`src/rtl/clock_pkg.sv`:
```
// ----------------------------------------------------------------------------
// clock_pkg
// Shared types and constants for the alarm-clock mode controller.
//   state_t       - FSM state encoding (also exported on state_o for debug)
//   mode_req_t    - decoded set-mode request from the time/alarm set buttons
//   TW            - width of every time value (seconds, minutes, hours)
//   NS_DEF/NH_DEF - default moduli of the sec/min and hour counters
// ----------------------------------------------------------------------------
package clock_pkg;

  localparam int TW     = 7;
  localparam int NS_DEF = 60;
  localparam int NH_DEF = 24;

  typedef enum logic [2:0] {
    ST_RUN       = 3'd0,
    ST_SET_TIME  = 3'd1,
    ST_SET_ALARM = 3'd2,
    ST_RINGING   = 3'd3,
    ST_SNOOZE    = 3'd4
  } state_t;

  typedef enum logic [1:0] {
    REQ_NONE  = 2'd0,
    REQ_TIME  = 2'd1,
    REQ_ALARM = 2'd2
  } mode_req_t;

  // Pressing both set buttons at once is ambiguous, so it requests nothing.
  function automatic mode_req_t decode_mode_req(input logic timeset,
                                                input logic alarmset);
    if (timeset && !alarmset) return REQ_TIME;
    if (alarmset && !timeset) return REQ_ALARM;
    return REQ_NONE;
  endfunction

endpackage

```
`src/rtl/run_enables.sv`:
```
// ----------------------------------------------------------------------------
// run_enables
// Combinational enable decode for the seconds/minutes/hours counters.
// In normal mode the enables form a ripple carry from the 1/sec tick; in
// manual mode the seconds are frozen and the advance buttons step minutes
// and hours independently, one step per tick.
//   i_tick      1/sec strobe
//   i_manual    1 = manual (button) stepping, 0 = normal time keeping
//   i_minadv    minute advance button
//   i_hrsadv    hour advance button
//   i_tsec      current seconds value
//   i_tmin      current minutes value
//   o_sec_en    seconds counter enable
//   o_min_en    minutes counter enable
//   o_hrs_en    hours counter enable
// ----------------------------------------------------------------------------
module run_enables
  import clock_pkg::*;
#(
  parameter int NS = NS_DEF
) (
  input  logic          i_tick,
  input  logic          i_manual,
  input  logic          i_minadv,
  input  logic          i_hrsadv,
  input  logic [TW-1:0] i_tsec,
  input  logic [TW-1:0] i_tmin,
  output logic          o_sec_en,
  output logic          o_min_en,
  output logic          o_hrs_en
);

  localparam logic [TW-1:0] LAST = TW'(NS - 1);

  logic w_sec_last;
  logic w_min_last;

  assign w_sec_last = (i_tsec == LAST);
  assign w_min_last = (i_tmin == LAST);

  // Manual stepping deliberately has no minute-to-hour carry.
  assign o_sec_en = i_tick && !i_manual;
  assign o_min_en = i_tick && (i_manual ? i_minadv : w_sec_last);
  assign o_hrs_en = i_tick && (i_manual ? i_hrsadv : (w_sec_last && w_min_last));

endmodule

```
`src/rtl/clock_mode_ctrl.sv`:
```
// ----------------------------------------------------------------------------
// clock_mode_ctrl
// Central sequencer of the alarm-clock datapath. A registered FSM decodes the
// manual buttons and the 1/sec tick into single-cycle counter enables, picks
// the display source, and runs alarm ringing with auto-stop and snooze.
//   clk                      system clock
//   rst                      synchronous reset, active-low
//   tick                     one-cycle strobe, once per second
//   timeset, alarmset        set-mode buttons (synchronised levels)
//   minadv, hrsadv           advance buttons
//   alarmon                  alarm armed switch
//   snooze                   snooze button
//   tsec, tmin, thrs         current time counter values
//   amin, ahrs               alarm register values
//   sec_en, tmin_en, thrs_en time counter enables (only ever with tick)
//   amin_en, ahrs_en         alarm register enables
//   sec_clr                  seconds clear, first cycle of time setting
//   disp_alarm               1 = display shows the alarm value
//   buzz                     alarm sound, high only while ringing
//   state_o                  current FSM state (debug)
// ----------------------------------------------------------------------------
module clock_mode_ctrl
  import clock_pkg::*;
#(
  parameter int NS         = NS_DEF,
  parameter int NH         = NH_DEF,
  parameter int RING_SEC   = 120,
  parameter int SNOOZE_SEC = 540
) (
  input  logic          clk,
  input  logic          rst,
  input  logic          tick,
  input  logic          timeset,
  input  logic          alarmset,
  input  logic          minadv,
  input  logic          hrsadv,
  input  logic          alarmon,
  input  logic          snooze,
  input  logic [TW-1:0] tsec,
  input  logic [TW-1:0] tmin,
  input  logic [TW-1:0] thrs,
  input  logic [TW-1:0] amin,
  input  logic [TW-1:0] ahrs,
  output logic          sec_en,
  output logic          tmin_en,
  output logic          thrs_en,
  output logic          amin_en,
  output logic          ahrs_en,
  output logic          sec_clr,
  output logic          disp_alarm,
  output logic          buzz,
  output logic [2:0]    state_o
);

  localparam int RW = $clog2(RING_SEC + 1);
  localparam int SW = $clog2(SNOOZE_SEC + 1);

  localparam logic [RW-1:0] RING_LAST  = RW'(RING_SEC - 1);
  localparam logic [SW-1:0] SNZ_LOAD   = SW'(SNOOZE_SEC);
  localparam logic [SW-1:0] SNZ_LAST   = SW'(1);
  localparam logic [TW-1:0] HRS_LAST   = TW'(NH - 1);

  // --------------------------------------------------------------------------
  // Registers
  // --------------------------------------------------------------------------
  state_t          r_state;
  logic [RW-1:0]   r_ring_cnt;
  logic [SW-1:0]   r_snz_cnt;
  logic            r_snooze_q;
  logic            r_was_set_time;

  state_t          w_state_nxt;
  logic [RW-1:0]   w_ring_nxt;
  logic [SW-1:0]   w_snz_nxt;

  mode_req_t       w_req;
  logic            w_trig;
  logic            w_snooze_rise;
  logic            w_ring_done;
  logic            w_snz_done;

  assign w_req         = decode_mode_req(timeset, alarmset);
  assign w_snooze_rise = snooze && !r_snooze_q;
  assign w_ring_done   = tick && (r_ring_cnt == RING_LAST);
  assign w_snz_done    = tick && (r_snz_cnt == SNZ_LAST);

  // An alarm hour outside the hour counter range can never match the time,
  // so it is screened out rather than compared.
  assign w_trig = tick && alarmon && (tsec == '0) &&
                  (tmin == amin) && (thrs == ahrs) && (ahrs <= HRS_LAST);

  // --------------------------------------------------------------------------
  // Next-state logic
  // --------------------------------------------------------------------------
  always_comb begin
    // NOTE: every signal gets a default before any branch; a path that leaves
    // one unassigned would infer a latch.
    w_state_nxt = r_state;
    w_ring_nxt  = r_ring_cnt;
    w_snz_nxt   = r_snz_cnt;

    if (w_req == REQ_TIME) begin
      w_state_nxt = ST_SET_TIME;
      w_ring_nxt  = '0;
      w_snz_nxt   = '0;
    end else if (w_req == REQ_ALARM) begin
      w_state_nxt = ST_SET_ALARM;
      w_ring_nxt  = '0;
      w_snz_nxt   = '0;
    end else begin
      unique case (r_state)
        ST_SET_TIME,
        ST_SET_ALARM: w_state_nxt = ST_RUN;

        ST_RUN: begin
          if (w_trig) begin
            w_state_nxt = ST_RINGING;
            w_ring_nxt  = '0;
          end
        end

        ST_RINGING: begin
          if (!alarmon) begin
            w_state_nxt = ST_RUN;
          end else if (w_snooze_rise) begin
            w_state_nxt = ST_SNOOZE;
            w_snz_nxt   = SNZ_LOAD;
          end else if (w_ring_done) begin
            w_state_nxt = ST_RUN;
          end else if (tick && (r_ring_cnt != RING_LAST)) begin
            w_ring_nxt = r_ring_cnt + RW'(1);
          end
        end

        ST_SNOOZE: begin
          if (!alarmon) begin
            w_state_nxt = ST_RUN;
          end else if (w_snz_done) begin
            w_state_nxt = ST_RINGING;
            w_ring_nxt  = '0;
          end else if (tick && (r_snz_cnt != '0)) begin
            w_snz_nxt = r_snz_cnt - SW'(1);
          end
        end

        default: w_state_nxt = ST_RUN;
      endcase
    end
  end

  // --------------------------------------------------------------------------
  // State register
  // --------------------------------------------------------------------------
  always_ff @(posedge clk) begin
    // NOTE: non-blocking assignments here so every register samples the
    // pre-edge values, independent of statement order.
    if (!rst) begin
      // NOTE: every register is reset; there is no storage array here whose
      // reset would need to be left to the datapath.
      r_state        <= ST_RUN;
      r_ring_cnt     <= '0;
      r_snz_cnt      <= '0;
      r_snooze_q     <= 1'b0;
      r_was_set_time <= 1'b0;
    end else begin
      r_state        <= w_state_nxt;
      r_ring_cnt     <= w_ring_nxt;
      r_snz_cnt      <= w_snz_nxt;
      r_snooze_q     <= snooze;
      r_was_set_time <= (r_state == ST_SET_TIME);
    end
  end

  // --------------------------------------------------------------------------
  // Output decode
  // --------------------------------------------------------------------------
  logic w_in_set_time;
  logic w_in_set_alarm;

  assign w_in_set_time  = (r_state == ST_SET_TIME);
  assign w_in_set_alarm = (r_state == ST_SET_ALARM);

  // One decoder serves both paths: in SET_TIME the buttons step the time
  // counters, everywhere else the tick ripples through them.
  run_enables #(
    .NS (NS)
  ) u_run_enables (
    .i_tick   (tick),
    .i_manual (w_in_set_time),
    .i_minadv (minadv),
    .i_hrsadv (hrsadv),
    .i_tsec   (tsec),
    .i_tmin   (tmin),
    .o_sec_en (sec_en),
    .o_min_en (tmin_en),
    .o_hrs_en (thrs_en)
  );

  always_comb begin
    amin_en    = 1'b0;
    ahrs_en    = 1'b0;
    sec_clr    = 1'b0;
    disp_alarm = 1'b0;
    buzz       = 1'b0;

    if (w_in_set_alarm) begin
      amin_en    = tick && minadv;
      ahrs_en    = tick && hrsadv;
      disp_alarm = 1'b1;
    end

    // Seconds restart from zero on the first cycle of time setting only.
    if (w_in_set_time && !r_was_set_time) begin
      sec_clr = 1'b1;
    end

    if (r_state == ST_RINGING) begin
      buzz = 1'b1;
    end
  end

  assign state_o = r_state;

endmodule

```
`config.mk`:
```
export PLATFORM = sky130hd
export DESIGN_NAME = clock_mode_ctrl
export DESIGN_NICKNAME = d
export VERILOG_FILES = /design/src/rtl/clock_pkg.sv /design/src/rtl/run_enables.sv /design/src/rtl/clock_mode_ctrl.sv
export SDC_FILE = /design/constraint.sdc
export NUM_CORES = 1
export LEC_CHECK = 0
export CORE_ASPECT_RATIO = 1.2
export CORE_MARGIN = 2
export CORE_UTILIZATION = 40
export CTS_CLUSTER_DIAMETER = 200
export DETAILED_ROUTE_END_ITERATION = 8
export MAX_ROUTING_LAYER = met4
export PLACE_DENSITY = 0.72
export REMOVE_ABC_BUFFERS = 1
export SYNTH_ARGS = -nofsm -noshare
export SYNTH_HDL_FRONTEND = slang
export SYNTH_HIERARCHICAL = 1
export SYNTH_SLANG_ARGS = --single-unit
```
`constraint.sdc`:
```
create_clock -name clk -period 2.9 [get_ports clk]
set_input_delay 0.58 -clock clk [delete_from_list [all_inputs] [get_ports clk]]
set_output_delay 0.58 -clock clk [all_outputs]
set_load 0.02 [all_outputs]
```
==> flow_metrics.tcl <==
set metrics [dict create \
    grt_overflow 0 \
    syn_area_per_cell_um2 8.31 \
    maxSlewHeadroom_pct 66.2 \
    finalWorstPathRequiredPeriod_ns 2.79 \
    wire_per_inst_um 13.5 \
    drv_cap 0 \
    final_cell_count_no_fill 298 \
    peakVddDrop_uv 212 \
    fill_cells 365 \
    ys_ff_latch 22 \
    hold_violations 0 \
    vias_per_cell 5.29 \
    cts_made_buffers 3 \
    layout_common_cells "clkdlybuf4s50_1, nor2_1, dfxtp_1" \
    ctsRootBufferMaster "clkbuf_8" \
    grt_pass1_vias 1594 \
    drt_iter0_drc 73 \
    ys_types 53 \
    crit_path_end_kind "output port" \
    dp.cells 294 \
    postCtsSetupRepairBufs 0 \
    synth_edf_count 0 \
    insertion_delay_ns 0.26 \
    clock_skew_ns 0.00390 \
    io_buffer_count 54 \
    fp.dieArea_mm2 0.00443 \
    hpwlAfterDp_um 3350 \
    grt_max_degree 13 \
    drtAntennaViolNets 0 \
    top_layer "met4" \
    fin_util_pct 60.4 \
    antenna_found_initial 0 \
    place_ws_ns -0.0191 \
    fmax_ghz 0.359 \
    start_util_pct 42.3 \
    cts_sinks 22 \
    async_flop_share_pct 0 \
    tritoncts "built" \
    fin_nets 297 \
    critical_path_peak_fanout 2 \
    total_power_mw 0.667 \
    drc_errors 0 \
    p_leak_nw 0.805 \
    ys.flop_type "dfxtp_1" \
    final_common_cell "clkdlybuf4s50_1" \
    run_status "finished clean" \
    finalSetupViolations 0 \
    dr.pass1.iters 5 \
    tightest_slew_ns 0.504 \
    wl_met2_um 2050 \
    setup_ws_ns 0.114 \
    die_h_um 72.5 \
    drive_above_1_share_pct 7.72 \
    wl_met3_um 137 \
    grt_usage_pct 20.0 \
    worstPathArrival_ns 2.21 \
    cts_htree_levels 1 \
    vias 1576 \
    post-route-period-util_pct 96.1 \
    chipWidth_um 61.1 \
    wl_met1_um 1750 \
    n_antenna_cell 0 \
    cp.required_ns 2.32 \
    num_io_pins 55 \
    yosysWarnings 6 \
    rsz0062_at_grt "false" \
    synth-seq-area-share_pct 28.2 \
    synthCells 188 \
    worst-setup-path-type "in -> out" \
    grt_pass1_wl_um 6820 \
    p_per_area_mw_per_mm2 299 \
    hold_path_class "reg -> reg" \
    place.gp.congestion 0.811 \
    clockBufferDepth 2 \
    clkTransAtPathRegs_ns 0.08 \
    rows 24 \
    start_kind "input port" \
    syn_to_final_growth_pct 42.8 \
    core_mm2 0.00369 \
    routed_wl_um 4010 \
    finalMaxSlewViolations 0 \
    synth_area_mm2 0.00156 \
]
==> what timing repair did <==
action                                  in CTS  in global routing
endpoints found under the hold margin        0                  0
resized for setup                            1                  0
endpoints found under the setup margin       1                  0
hold buffers                                 0                  0
==> sequential cells by signal, summed over array words and instances (netlist names) <==
name / cells
r_snz_cnt: 10
r_ring_cnt: 7
state_o: 3
r_snooze_q: 1
r_was_set_time: 1
==> logic make-up after synthesis <==
kind of cell	count (synthesis)	synth area share, %
adder cells (fa/ha/maj)	6	4.80
AO/OA/AOI/OAI	36	19.8
AND/OR/NAND/NOR	95	33.9
XOR/XNOR	18	10.1
buffers and inverters	10	2.56
multiplexers	1	0.641
flip-flops	22	28.2
==> worst max-delay path: stages <==
cell,delay (ns)
clkdlybuf4s50_1,0.53
nand4b_4,0.12
o31ai_1,0.21
and2_1,0.15
clkdlybuf4s50_1,0.61
==> where the power goes <==
| group | total, mW | switching [mW] | leakage, nW | internal, mW |
|---|---|---|---|---|
| Sequential | 0.307 | 0.00263 | 0.178 | 0.304 |
| Combinational | 0.144 | 0.0558 | 0.598 | 0.0880 |
| Clock | 0.217 | 0.0957 | 0.0288 | 0.121 |
| Total | 0.667 | 0.154 | 0.805 | 0.513 |
==> metrics by stage <==
stage | hold slack, ns | TNS, ns | area [um^2]
2_1_floorplan | 0.451 | 0 | 1550
3_3_place_gp | 0.474 | 0 | 2180
3_5_place_dp | 0.482 | -0.0191 | 2180
4_1_cts | 0.494 | 0 | 2230
5_1_grt | 0.507 | 0 | 2230
6_report | 0.489 | 0 | 2230
==> worst paths after layout <==
| kind | end | slack [ns] | from | cells past startpoint |
|---|---|---|---|---|
| setup / recovery | tmin_en | 0.11 | tsec[3] | 5 |
| hold / removal | r_ring_cnt[1]$_SDFFE_PP0P_ | 0.49 | r_ring_cnt[1]$_SDFFE_PP0P_ | 2 |
| setup reg to reg | r_ring_cnt[6]$_SDFFE_PP0P_ | 0.83 | state_o[0]$_SDFFE_PN0P_ | 7 |
| hold reg to reg | r_ring_cnt[1]$_SDFFE_PP0P_ | 0.49 | r_ring_cnt[1]$_SDFFE_PP0P_ | 2 |
==> cell usage after synthesis, types with 2 or more instances <==
master | instances | area share (%)
nor2_1 | 24 | 5.8
nor2b_1 | 4 | 1.6
xnor2_1 | 12 | 6.7
nand3_1 | 9 | 2.9
nor4_1 | 5 | 2.0
nand2_1 | 15 | 3.6
o21ai_0 | 5 | 1.6
a211oi_1 | 2 | 0.96
nand4_1 | 4 | 1.6
and2_1 | 4 | 1.6
nor3_1 | 5 | 1.6
and3_1 | 3 | 1.2
o221a_1 | 5 | 3.6
nand2b_1 | 2 | 0.80
a21oi_1 | 4 | 1.3
o31a_1 | 2 | 1.1
dfxtp_1 | 22 | 28
nand4b_1 | 2 | 1.1
or2_2 | 2 | 0.80
inv_1 | 6 | 1.4
ha_1 | 6 | 4.8
nor3b_1 | 2 | 0.96
xor2_1 | 6 | 3.4
or3_1 | 5 | 2.0
buf_2 | 2 | 0.64
o21ai_1 | 2 | 0.64
nand3b_1 | 2 | 0.96
==> cell type report <==
class	count	area, um^2	share of cell area, %
Multi-Input combinational cell	156	1080	48.5
Timing Repair Buffer	57	562	25.2
Sequential cell	22	440	19.7
Tap cell	52	65.1	2.92
Clock buffer	4	55.1	2.47
Inverter	7	26.3	1.18
==> metal layers <==
layer | vias to the layer above | GRT usage, %
li1 | 809 | -
met1 | 717 | 25.3
met2 | 42 | 32.5
met3 | 8 | 3.74
met4 | 0 | 4.59
met5 | - | -
Power figures use the tool's default switching activity.
